--- src/rtl/song_seq_pkg.sv ---
// rtl/song_seq_pkg.sv - shared types, key codes and duration table for the song sequencer
//
// Purpose: sequencer state encoding, PS/2 key-code constants, note-byte
// duration-code table and the end-of-song marker used by song_seq_player
// and song_note_decode.
// Ports: none (package).

package song_seq_pkg;

    typedef enum logic [2:0] {
        S_IDLE,
        S_FETCH,
        S_LOAD,
        S_PLAY,
        S_NEXT
    } state_t;

    // Duration counts reach 256 units, so nine bits are needed.
    localparam int DUR_W = 9;

    localparam logic [7:0] END_MARKER = 8'h00;

    localparam logic [7:0] KEY_REL = 8'hF0;
    localparam logic [7:0] KEY_P1  = 8'h2B;
    localparam logic [7:0] KEY_P2  = 8'h34;
    localparam logic [7:0] KEY_P3  = 8'h33;
    localparam logic [7:0] KEY_P4  = 8'h3B;
    localparam logic [7:0] KEY_P5  = 8'h42;
    localparam logic [7:0] KEY_P6  = 8'h4B;
    localparam logic [7:0] KEY_P7  = 8'h4C;
    localparam logic [7:0] KEY_P10 = 8'h52;

    // Duration code (note byte [7:4]) to length in units; unknown codes give
    // zero, which the player treats as a note to skip.
    function automatic logic [DUR_W-1:0] dur_units(input logic [3:0] code);
        logic [DUR_W-1:0] u;
        case (code)
            4'hF:    u = 9'd16;
            4'h8:    u = 9'd32;
            4'h9:    u = 9'd48;
            4'h1:    u = 9'd64;
            4'h3:    u = 9'd96;
            4'h2:    u = 9'd128;
            4'h4:    u = 9'd256;
            default: u = 9'd0;
        endcase
        return u;
    endfunction

endpackage

--- src/rtl/song_note_decode.sv ---
// rtl/song_note_decode.sv - combinational note byte to key code and duration decoder
//
// Purpose: split a note byte into the PS/2 key code for its pitch and its
// length in duration units. Rests and unknown pitches map to the release code.
// Ports:
//   note  in  8      note byte, [3:0] pitch, [7:4] duration code
//   key   out 8      pitch key code (8'hF0 for rest/unknown)
//   units out DUR_W  note length in units (0 = skip)

module song_note_decode
    import song_seq_pkg::*;
(
    input  logic [7:0]       note,
    output logic [7:0]       key,
    output logic [DUR_W-1:0] units
);

    always_comb begin
        key = KEY_REL;
        case (note[3:0])
            4'd1:    key = KEY_P1;
            4'd2:    key = KEY_P2;
            4'd3:    key = KEY_P3;
            4'd4:    key = KEY_P4;
            4'd5:    key = KEY_P5;
            4'd6:    key = KEY_P6;
            4'd7:    key = KEY_P7;
            4'd10:   key = KEY_P10;
            default: key = KEY_REL;
        endcase
        units = dur_units(note[7:4]);
    end

endmodule

--- src/rtl/song_seq_player.sv ---
// rtl/song_seq_player.sv - multi-song note sequencer driving PS/2 key codes
//
// Purpose: replays songs from an external note ROM with tempo prescaling,
// pause/stop control and, when SONG_SEQ_LOOP_EN is defined, looping.
// Ports:
//   clock     in  1            system clock
//   k_tr      in  1            asynchronous active-low reset
//   start     in  1            begin play when idle
//   stop      in  1            abort play (highest priority)
//   pause     in  1            freeze the current note while high
//   loop      in  1            wrap at end of song (SONG_SEQ_LOOP_EN only)
//   song_sel  in  SEL_W        song index, latched on accepted start
//   rom_addr  out SEL_W+STEP_W {song, step}
//   rom_data  in  8            note byte, valid one cycle after rom_addr
//   key_code  out 8            key code, 8'hF0 = silence
//   playing   out 1            high while a song is in progress
//   done      out 1            one-cycle pulse on natural end
//   step      out STEP_W       current step index

module song_seq_player
    import song_seq_pkg::*;
#(
    parameter int NUM_SONGS = 4,
    parameter int MAX_STEPS = 128,
    parameter int TICK_DIV  = 50000,
    parameter int SEL_W     = $clog2(NUM_SONGS),
    parameter int STEP_W    = $clog2(MAX_STEPS)
) (
    input  logic                    clock,
    input  logic                    k_tr,
    input  logic                    start,
    input  logic                    stop,
    input  logic                    pause,
    input  logic                    loop,
    input  logic [SEL_W-1:0]        song_sel,
    output logic [SEL_W+STEP_W-1:0] rom_addr,
    input  logic [7:0]              rom_data,
    output logic [7:0]              key_code,
    output logic                    playing,
    output logic                    done,
    output logic [STEP_W-1:0]       step
);

    localparam int                PRE_W     = (TICK_DIV > 1) ? $clog2(TICK_DIV) : 1;
    localparam logic [PRE_W-1:0]  PRE_LAST  = PRE_W'(TICK_DIV - 1);
    localparam logic [STEP_W-1:0] STEP_LAST = STEP_W'(MAX_STEPS - 1);

    state_t            state_q, state_d;
    logic [SEL_W-1:0]  song_q, song_d;
    logic [STEP_W-1:0] step_q, step_d;
    logic [7:0]        pitch_q, pitch_d;
    logic [7:0]        key_q, key_d;
    logic [DUR_W-1:0]  dur_q, dur_d;
    logic [DUR_W-1:0]  units_q, units_d, units_inc;
    logic [PRE_W-1:0]  pre_q, pre_d;
    logic              playing_q, playing_d;
    logic              done_q, done_d;
    logic [7:0]        dec_key;
    logic [DUR_W-1:0]  dec_units;
    logic              end_hit;
    logic              wrap_song;

    song_note_decode u_decode (
        .note  (rom_data),
        .key   (dec_key),
        .units (dec_units)
    );

`ifdef SONG_SEQ_LOOP_EN
    assign wrap_song = loop;
`else
    logic loop_unused;
    assign loop_unused = loop;
    assign wrap_song   = 1'b0;
`endif

    always_comb begin
        state_d   = state_q;
        song_d    = song_q;
        step_d    = step_q;
        pitch_d   = pitch_q;
        dur_d     = dur_q;
        units_d   = units_q;
        pre_d     = pre_q;
        playing_d = playing_q;
        done_d    = 1'b0;
        key_d     = KEY_REL;
        end_hit   = 1'b0;
        units_inc = units_q + 1'b1;

        if (stop) begin
            state_d   = S_IDLE;
            playing_d = 1'b0;
        end else begin
            unique case (state_q)
                S_IDLE: begin
                    playing_d = 1'b0;
                    if (start) begin
                        song_d    = song_sel;
                        step_d    = '0;
                        playing_d = 1'b1;
                        state_d   = S_FETCH;
                    end
                end
                S_FETCH: state_d = S_LOAD;
                S_LOAD: begin
                    if (rom_data == END_MARKER) begin
                        end_hit = 1'b1;
                    end else begin
                        pitch_d = dec_key;
                        dur_d   = dec_units;
                        units_d = '0;
                        pre_d   = '0;
                        if (dec_units == '0) begin
                            state_d = S_NEXT;
                        end else begin
                            state_d = S_PLAY;
                            // Last unit of every note is released silence.
                            if (dec_units > 9'd1) key_d = dec_key;
                        end
                    end
                end
                S_PLAY: begin
                    // Paused: counters hold and key_code stays at the default release code.
                    if (!pause) begin
                        if (pre_q == PRE_LAST) begin
                            pre_d   = '0;
                            units_d = units_inc;
                            if (units_inc == dur_q) state_d = S_NEXT;
                            else if (units_inc < dur_q - 1'b1) key_d = pitch_q;
                        end else begin
                            pre_d = pre_q + 1'b1;
                            if (units_q < dur_q - 1'b1) key_d = pitch_q;
                        end
                    end
                end
                S_NEXT: begin
                    if (step_q == STEP_LAST) begin
                        end_hit = 1'b1;
                    end else begin
                        step_d  = step_q + 1'b1;
                        state_d = S_FETCH;
                    end
                end
                default: state_d = S_IDLE;
            endcase

            if (end_hit) begin
                if (wrap_song) begin
                    step_d  = '0;
                    state_d = S_FETCH;
                end else begin
                    done_d    = 1'b1;
                    playing_d = 1'b0;
                    state_d   = S_IDLE;
                end
            end
        end
    end

    always_ff @(posedge clock or negedge k_tr) begin
        if (!k_tr) begin
            state_q   <= S_IDLE;
            song_q    <= '0;
            step_q    <= '0;
            pitch_q   <= KEY_REL;
            dur_q     <= '0;
            units_q   <= '0;
            pre_q     <= '0;
            key_q     <= KEY_REL;
            playing_q <= 1'b0;
            done_q    <= 1'b0;
        end else begin
            state_q   <= state_d;
            song_q    <= song_d;
            step_q    <= step_d;
            pitch_q   <= pitch_d;
            dur_q     <= dur_d;
            units_q   <= units_d;
            pre_q     <= pre_d;
            key_q     <= key_d;
            playing_q <= playing_d;
            done_q    <= done_d;
        end
    end

    assign rom_addr = {song_q, step_q};
    assign key_code = key_q;
    assign playing  = playing_q;
    assign done     = done_q;
    assign step     = step_q;

endmodule

--- config.mk ---
export PLATFORM = sky130hd
export DESIGN_NAME = song_seq_player
export DESIGN_NICKNAME = d
export VERILOG_FILES = /design/src/rtl/song_seq_pkg.sv /design/src/rtl/song_note_decode.sv /design/src/rtl/song_seq_player.sv
export SDC_FILE = /design/constraint.sdc
export NUM_CORES = 1
export LEC_CHECK = 0
export BUFFER_PORTS_ARGS = -buffer_cell sky130_fd_sc_hd__buf_4
export CELL_PAD_IN_SITES_DETAIL_PLACEMENT = 1
export CELL_PAD_IN_SITES_GLOBAL_PLACEMENT = 1
export CORE_ASPECT_RATIO = 0.9
export CORE_UTILIZATION = 40
export CTS_CLUSTER_DIAMETER = 120
export CTS_CLUSTER_SIZE = 40
export DETAILED_ROUTE_END_ITERATION = 10
export PLACE_DENSITY_LB_ADDON = 0.1
export SKIP_CTS_REPAIR_TIMING = 1
export SLEW_MARGIN = 20
export SYNTH_ARGS = -nofsm -noshare
export SYNTH_HDL_FRONTEND = slang
export SYNTH_SLANG_ARGS = --single-unit
--- constraint.sdc ---
create_clock -name clock -period 3.02 [get_ports clock]
set_input_delay 0.302 -clock clock [delete_from_list [all_inputs] [get_ports clock]]
set_output_delay 0.302 -clock clock [all_outputs]
set_load 0.05 [all_outputs]
* Word-level counts from Yosys, hierarchy flattened *
Memory sizes are Yosys's and may differ from the RTL's.
Index checks and enable logic that the tools add are counted.

word-level totals
  memories kept = 1
  latch bits = 0
  ROM bits = 128
  output and inout port bits = 26
  input bits = 16
  bits in registers = 64
  bits in writable memories = 0

memory list
  name              depth  width  read ports  clocked after Yosys merged registers in  wr ports  line                    text
  (name not given)  16     8      1           0                                        0         song_note_decode.sv:20  case (note[3:0])

operators by class
  divide/modulo/power cells = 0
  muxes and demuxes = 42
  reductions and logical operators = 12
  $lt $le $gt $ge = 3
  bitwise gates (word level) = 2
  add/sub/neg operators = 4
  shifts and indexed selects = 0
  eq/ne operators = 25
  multiply operators = 0

operators by type and width
  cell                                                            count
  two-way mux 8 bit                                               9
  one-hot mux 9 bit (7 select lines)                              1
  two-way mux 16 bit                                              3
  one-hot mux 16 bit (2 select lines)                             1
  two-way mux 3 bit                                               9
  two-way mux 9 bit                                               3
  != test 4 bit (second input constant)                           6
  less-than comparator 9 bit                                      2
  one-hot mux 9 bit (2 select lines)                              1
  adder 16 x 1 -> 16 bit (second input constant)                  1
  equality test 16 bit (second input constant)                    1
  one-hot mux 8 bit (2 select lines)                              1
  one-hot mux 3 bit (5 select lines)                              1
  two-way mux 7 bit                                               2
  one-hot mux 7 bit (2 select lines)                              1
  equality test 4 bit (second input constant)                     3
  != test 2 bit (second input constant)                           5
  adder 9 x 1 -> 9 bit (second input constant)                    1
  equality test 9 bit                                             1
  greater-than comparator 9 x 1 -> 1 bit (second input constant)  1
  logical NOT 9 bit                                               1
  two-way mux 1 bit                                               9
  subtractor 9 x 1 -> 9 bit (second input constant)               1
  equality test 4 x 2 -> 1 bit (second input constant)            2
  17 further kinds                                                22

* Depth between registers and ports, before layout *
  word-level depth = 8
  mapped depth = 11
  depth with buffers taken out = 11

* Hierarchy *
Synthesis repeated with hierarchy kept, for this count alone.

unflattened totals
  cells, all modules = 445
  area, all modules = 4,132.7 um^2

modules (own cells, without submodules)
  module            cells each  seq. area each (um^2)  times used  area each (um^2)
  song_seq_player   412         1,611.5                1           3,905.0
  song_note_decode  33          0.0                    1           227.7

* Worst setup path after synthesis *
Ideal clock, no wire load.

  kind = reg2reg
  start = reg units_q[0]
  end = reg key_q[0] (netlist: key_code[0])
  period minus slack after synthesis = 3,060 ps
  arrival = 2,992 ps
  data required time = 2,952 ps
  stages on the path, launching flop included = 12
  buffers on the path = 0
  library setup time = 68 ps
  path slack = -40 ps
  cell sequence = dfrtp_1 > ha_1 > nand3_1 > xnor2_1 > ha_1 > and4b_4 > a2111oi_4 > nor3_1 > maj3_2 > a211o_1 > a211oi_4 > a32o_1

on the way
  longest elaborated chain between the ends = 8

RTL lines
  element                                 line                    text
  from (decl)                             song_seq_player.sv:54   logic [DUR_W-1:0] units_q, units_d, units_inc;
  from (signal assigned)                  song_seq_player.sv:179  units_q <= units_d;
  adder 9 x 1 -> 9 bit                    song_seq_player.sv:89   units_inc = units_q + 1'b1;
  less-than comparator 9 bit              song_seq_player.sv:130  else if (units_inc < dur_q - 1'b1) key_d = pitch_q;
  two-way mux 8 bit                       song_seq_player.sv:130
  two-way mux 8 bit                       song_seq_player.sv:129  if (units_inc == dur_q) state_d = S_NEXT;
  two-way mux 8 bit (*)                   song_seq_player.sv:126  if (pre_q == PRE_LAST) begin
  two-way mux 8 bit (*)                   song_seq_player.sv:125  if (!pause) begin
  one-hot mux 8 bit (2 select lines) (*)  song_seq_player.sv:95   unique case (state_q)
  two-way mux 8 bit (*)                   song_seq_player.sv:91   if (stop) begin
  net key_d[0]                            song_seq_player.sv:52   logic [7:0] key_q, key_d;
  to (signal assigned)                    song_seq_player.sv:181  key_q <= key_d;
  to (decl)                               song_seq_player.sv:52

Mark *: on every way through the listed nets, which the timed path passes. The rest lies on a longest branch.
A chain may end at the register's enable or synchronous reset.

* Final worst setup path *
  start = reg units_q[1]
  end = reg key_q[0] (netlist: key_code[0])

The elaborated chain is that of the path after synthesis.

==> results.json <==
{
  "synthArstFlopShare_pct": 100.0,
  "irDropWorstVdd_v": 0.0002283,
  "yosys.area_share.adder_pct": 5.055,
  "worst_slew_pin_slew_ns": 0.7892,
  "status": "complete, no violations",
  "worstSetupStartpointType": "register",
  "antenna_found_initial": 0,
  "met3_length_um": 315,
  "clk_pin_slew_ns": 0.08,
  "port_buffers": 40,
  "crit_path_max_fanout": 8,
  "drc": 0,
  "worstReg2RegEnd": "key_code[0]$_DFF_PN0_",
  "crit_type": "reg2reg",
  "grt_pass1_vias": 3367,
  "fin_crit_ns": 2.945,
  "end_kind": "register",
  "synth.yosys.seq_area_share_pct": 41.54,
  "synth_top_family_by_area": "simple AND/OR/NAND/NOR gates",
  "top_layer_used": "met4",
  "final_cells": 580,
  "ys.flop_type": "dfrtp_1",
  "crit_required_ns": 3.31,
  "clk_latency_ns": 0.35,
  "areaGrowthSynthToFinish_pct": 21.01,
  "synth_area_leaders": "dfrtp_1 36%, nand2_1 6.5%, dfstp_2 5.8%",
  "hold_path_class": "in2async",
  "synth_area_mm2": 0.003638,
  "setup_tns_ns": 0,
  "final_cell_mix": "65 x buf_4, 62 x nand2_1, 52 x dfrtp_1",
  "syn_nets": 433,
  "powerDensity_mw_per_mm2": 504.7,
  "finalHoldViolations": 0,
  "core_area_mm2": 0.008688,
  "synthMuxAreaShare_pct": 3.198,
  "overflow": 0,
  "power_uw": 2222,
  "fin_crit_sh_pct": 97.51,
  "vias": 3209,
  "grt_pass1_wl_um": 16260,
  "synth_seq_cells": 60,
  "drt_iter0_drc": 61,
  "multi_input_area_mm2": 0.002041,
  "seqCellArea_mm2": 0.001511,
  "synth_xor_area_share_pct": 6.534,
  "syn_inst": 404,
  "power.leakage_uw": 0.002013,
  "grt_max_degree": 61,
  "yosysUniqueCellTypes": 56,
  "met1_length_um": 4454,
  "dr_wl_met2_um": 4781,
  "initial_core_util_pct": 41.88,
  "rsz0062_at_grt": "yes",
  "crit_arrival_ns": 3.23,
  "drive_gt1_share_pct": 24.30,
  "drv_cap": 0,
  "io_pins": 42,
  "die_h_um": 92.48,
  "synth_top_area_share_pct": 35.76,
  "yosys.area_share.simple_pct": 23.80,
  "ant_nets": 0,
  "drv_slew": 0,
  "ctsRootBufferMaster": "clkbuf_8",
  "slew_headroom_pct": 47.39,
  "tritoncts.num_buffers": 9,
  "skew_ns": 0.01539,
  "reg2reg_depth": 12,
  "syn_avg_cell_area_um2": 9.006,
  "timing.rr.start": "units_q[1]$_DFFE_PN0P_",
  "gp_congestion": 0.7802,
  "cts_sinks": 60,
  "finalWirelength_um": 9704,
  "insertedDiodeCount": 0,
  "layout.nets": 485,
  "setup_violations": 0,
  "clk_path_buf_depth": 2,
  "fillers": 1038,
  "ys_warn_count": 0,
  "r2r_slack_ns": 0.08,
  "chipWidth_um": 102.5,
  "cts_tree": "done",
  "hpwl_um": 6720,
  "rows": 32,
  "grt.total_usage_pct": 22.33,
  "synth_edf_count": 0,
  "synth-compound-area-share_pct": 15.51,
  "wl_per_cell_um": 16.73,
  "firstDrtPassIters": 5,
  "final_common_cell": "buf_4",
  "dp.cells": 560,
  "htree_levels": 3,
  "viasPerCell": 5.533,
  "synth.largest_area_cell": "dfrtp_1",
  "fmax_mhz": 339.6,
  "die_area_mm2": 0.009482
}
-- synth_stat cells, drive strengths merged (8+ instances only) --
master,n
and3,10
nand2,63
xnor2,9
dfrtp,52
xor2,13
inv,9
nor2,32
dfstp,8
a21oi,10
buf,9
o21ai,37
nand3,13
ha,13
nor3,14
clkbuf,16
-- through the flow --
stage	utilization (%)	setup WS, ns	hold WS (ns)	instance area, um^2
2_1_floorplan	-	0.01304	0.006409	3641
3_3_place_gp	47.68	0.07233	0.4453	4143
3_5_place_dp	47.68	-0.01262	0.4494	4143
4_1_cts	49.52	-0.03161	0.07080	4303
5_1_grt	50.68	-0.05255	0.09441	4403
6_report	50.68	0.07512	0.02210	4403
-- kinds of logic after synthesis --
logic type / Yosys count
AND/OR/NAND/NOR: 175
flip-flops: 60
buffers and inverters: 34
AO/OA/AOI/OAI: 85
adder cells (fa/ha/maj): 15
XOR/XNOR: 24
multiplexers: 11
-- worst max-delay path by stage --
stage / startpoint / to / slack (ns) / depth (start not counted)
after floorplan: units_q[0]$_DFFE_PN0P_ / key_code[0]$_DFF_PN0_ / 0.01 / 11
after global placement: units_q[0]$_DFFE_PN0P_ / key_code[1]$_DFF_PN0_ / 0.07 / 12
after detailed placement: units_q[1]$_DFFE_PN0P_ / key_code[0]$_DFF_PN0_ / -0.01 / 12
after CTS: units_q[1]$_DFFE_PN0P_ / key_code[0]$_DFF_PN0_ / -0.03 / 12
after global routing: units_q[1]$_DFFE_PN0P_ / key_code[2]$_DFF_PN0_ / -0.05 / 12
final: units_q[1]$_DFFE_PN0P_ / key_code[0]$_DFF_PN0_ / 0.08 / 12
-- layer usage --
metal  vias to the layer above  track usage [%]
met2                        53            37.89
met1                      1608            28.06
met4                         0            8.095
met3                        12            4.075
met5                         -                0
li1                       1536                -
-- power breakdown --
part	leakage (uW)	switching, uW	internal (uW)
Sequential	0.000794	77.7	916
Clock	0.0000868	335	294
Combinational	0.00113	344	255
-- state kept, by name, summed over array words and instances (netlist names) --
| register | flops |
|---|---|
| state_q | 3 |
| playing | 1 |
| units_q | 9 |
| key_code | 8 |
| dur_q | 5 |
| pitch_q | 8 |
| done | 1 |
| step | 7 |
| song_q | 2 |
| pre_q | 16 |
-- worst max-delay path, stage by stage, from the launching register on --
cell and delay [ns]:
dfrtp_1 0.39, ha_4 0.17, nand3_4 0.08, xnor2_2 0.15, ha_1 0.31, and4b_4 0.21, a2111oi_4 0.30, nor3_2 0.07
maj3_2 0.30, a211o_1 0.30, a211oi_4 0.28, buf_12 0.16, a32o_1 0.16
-- area by class of cell --
class,instances,share of cell area (%)
well taps,119,3.382
inverters,9,0.7673
flip-flops and latches,60,34.33
clock buffers,11,2.984
multi-input cells,310,46.35
repair buffers,66,11.54
clock inverters,5,0.6536
(Power assumes the default switching activity.)
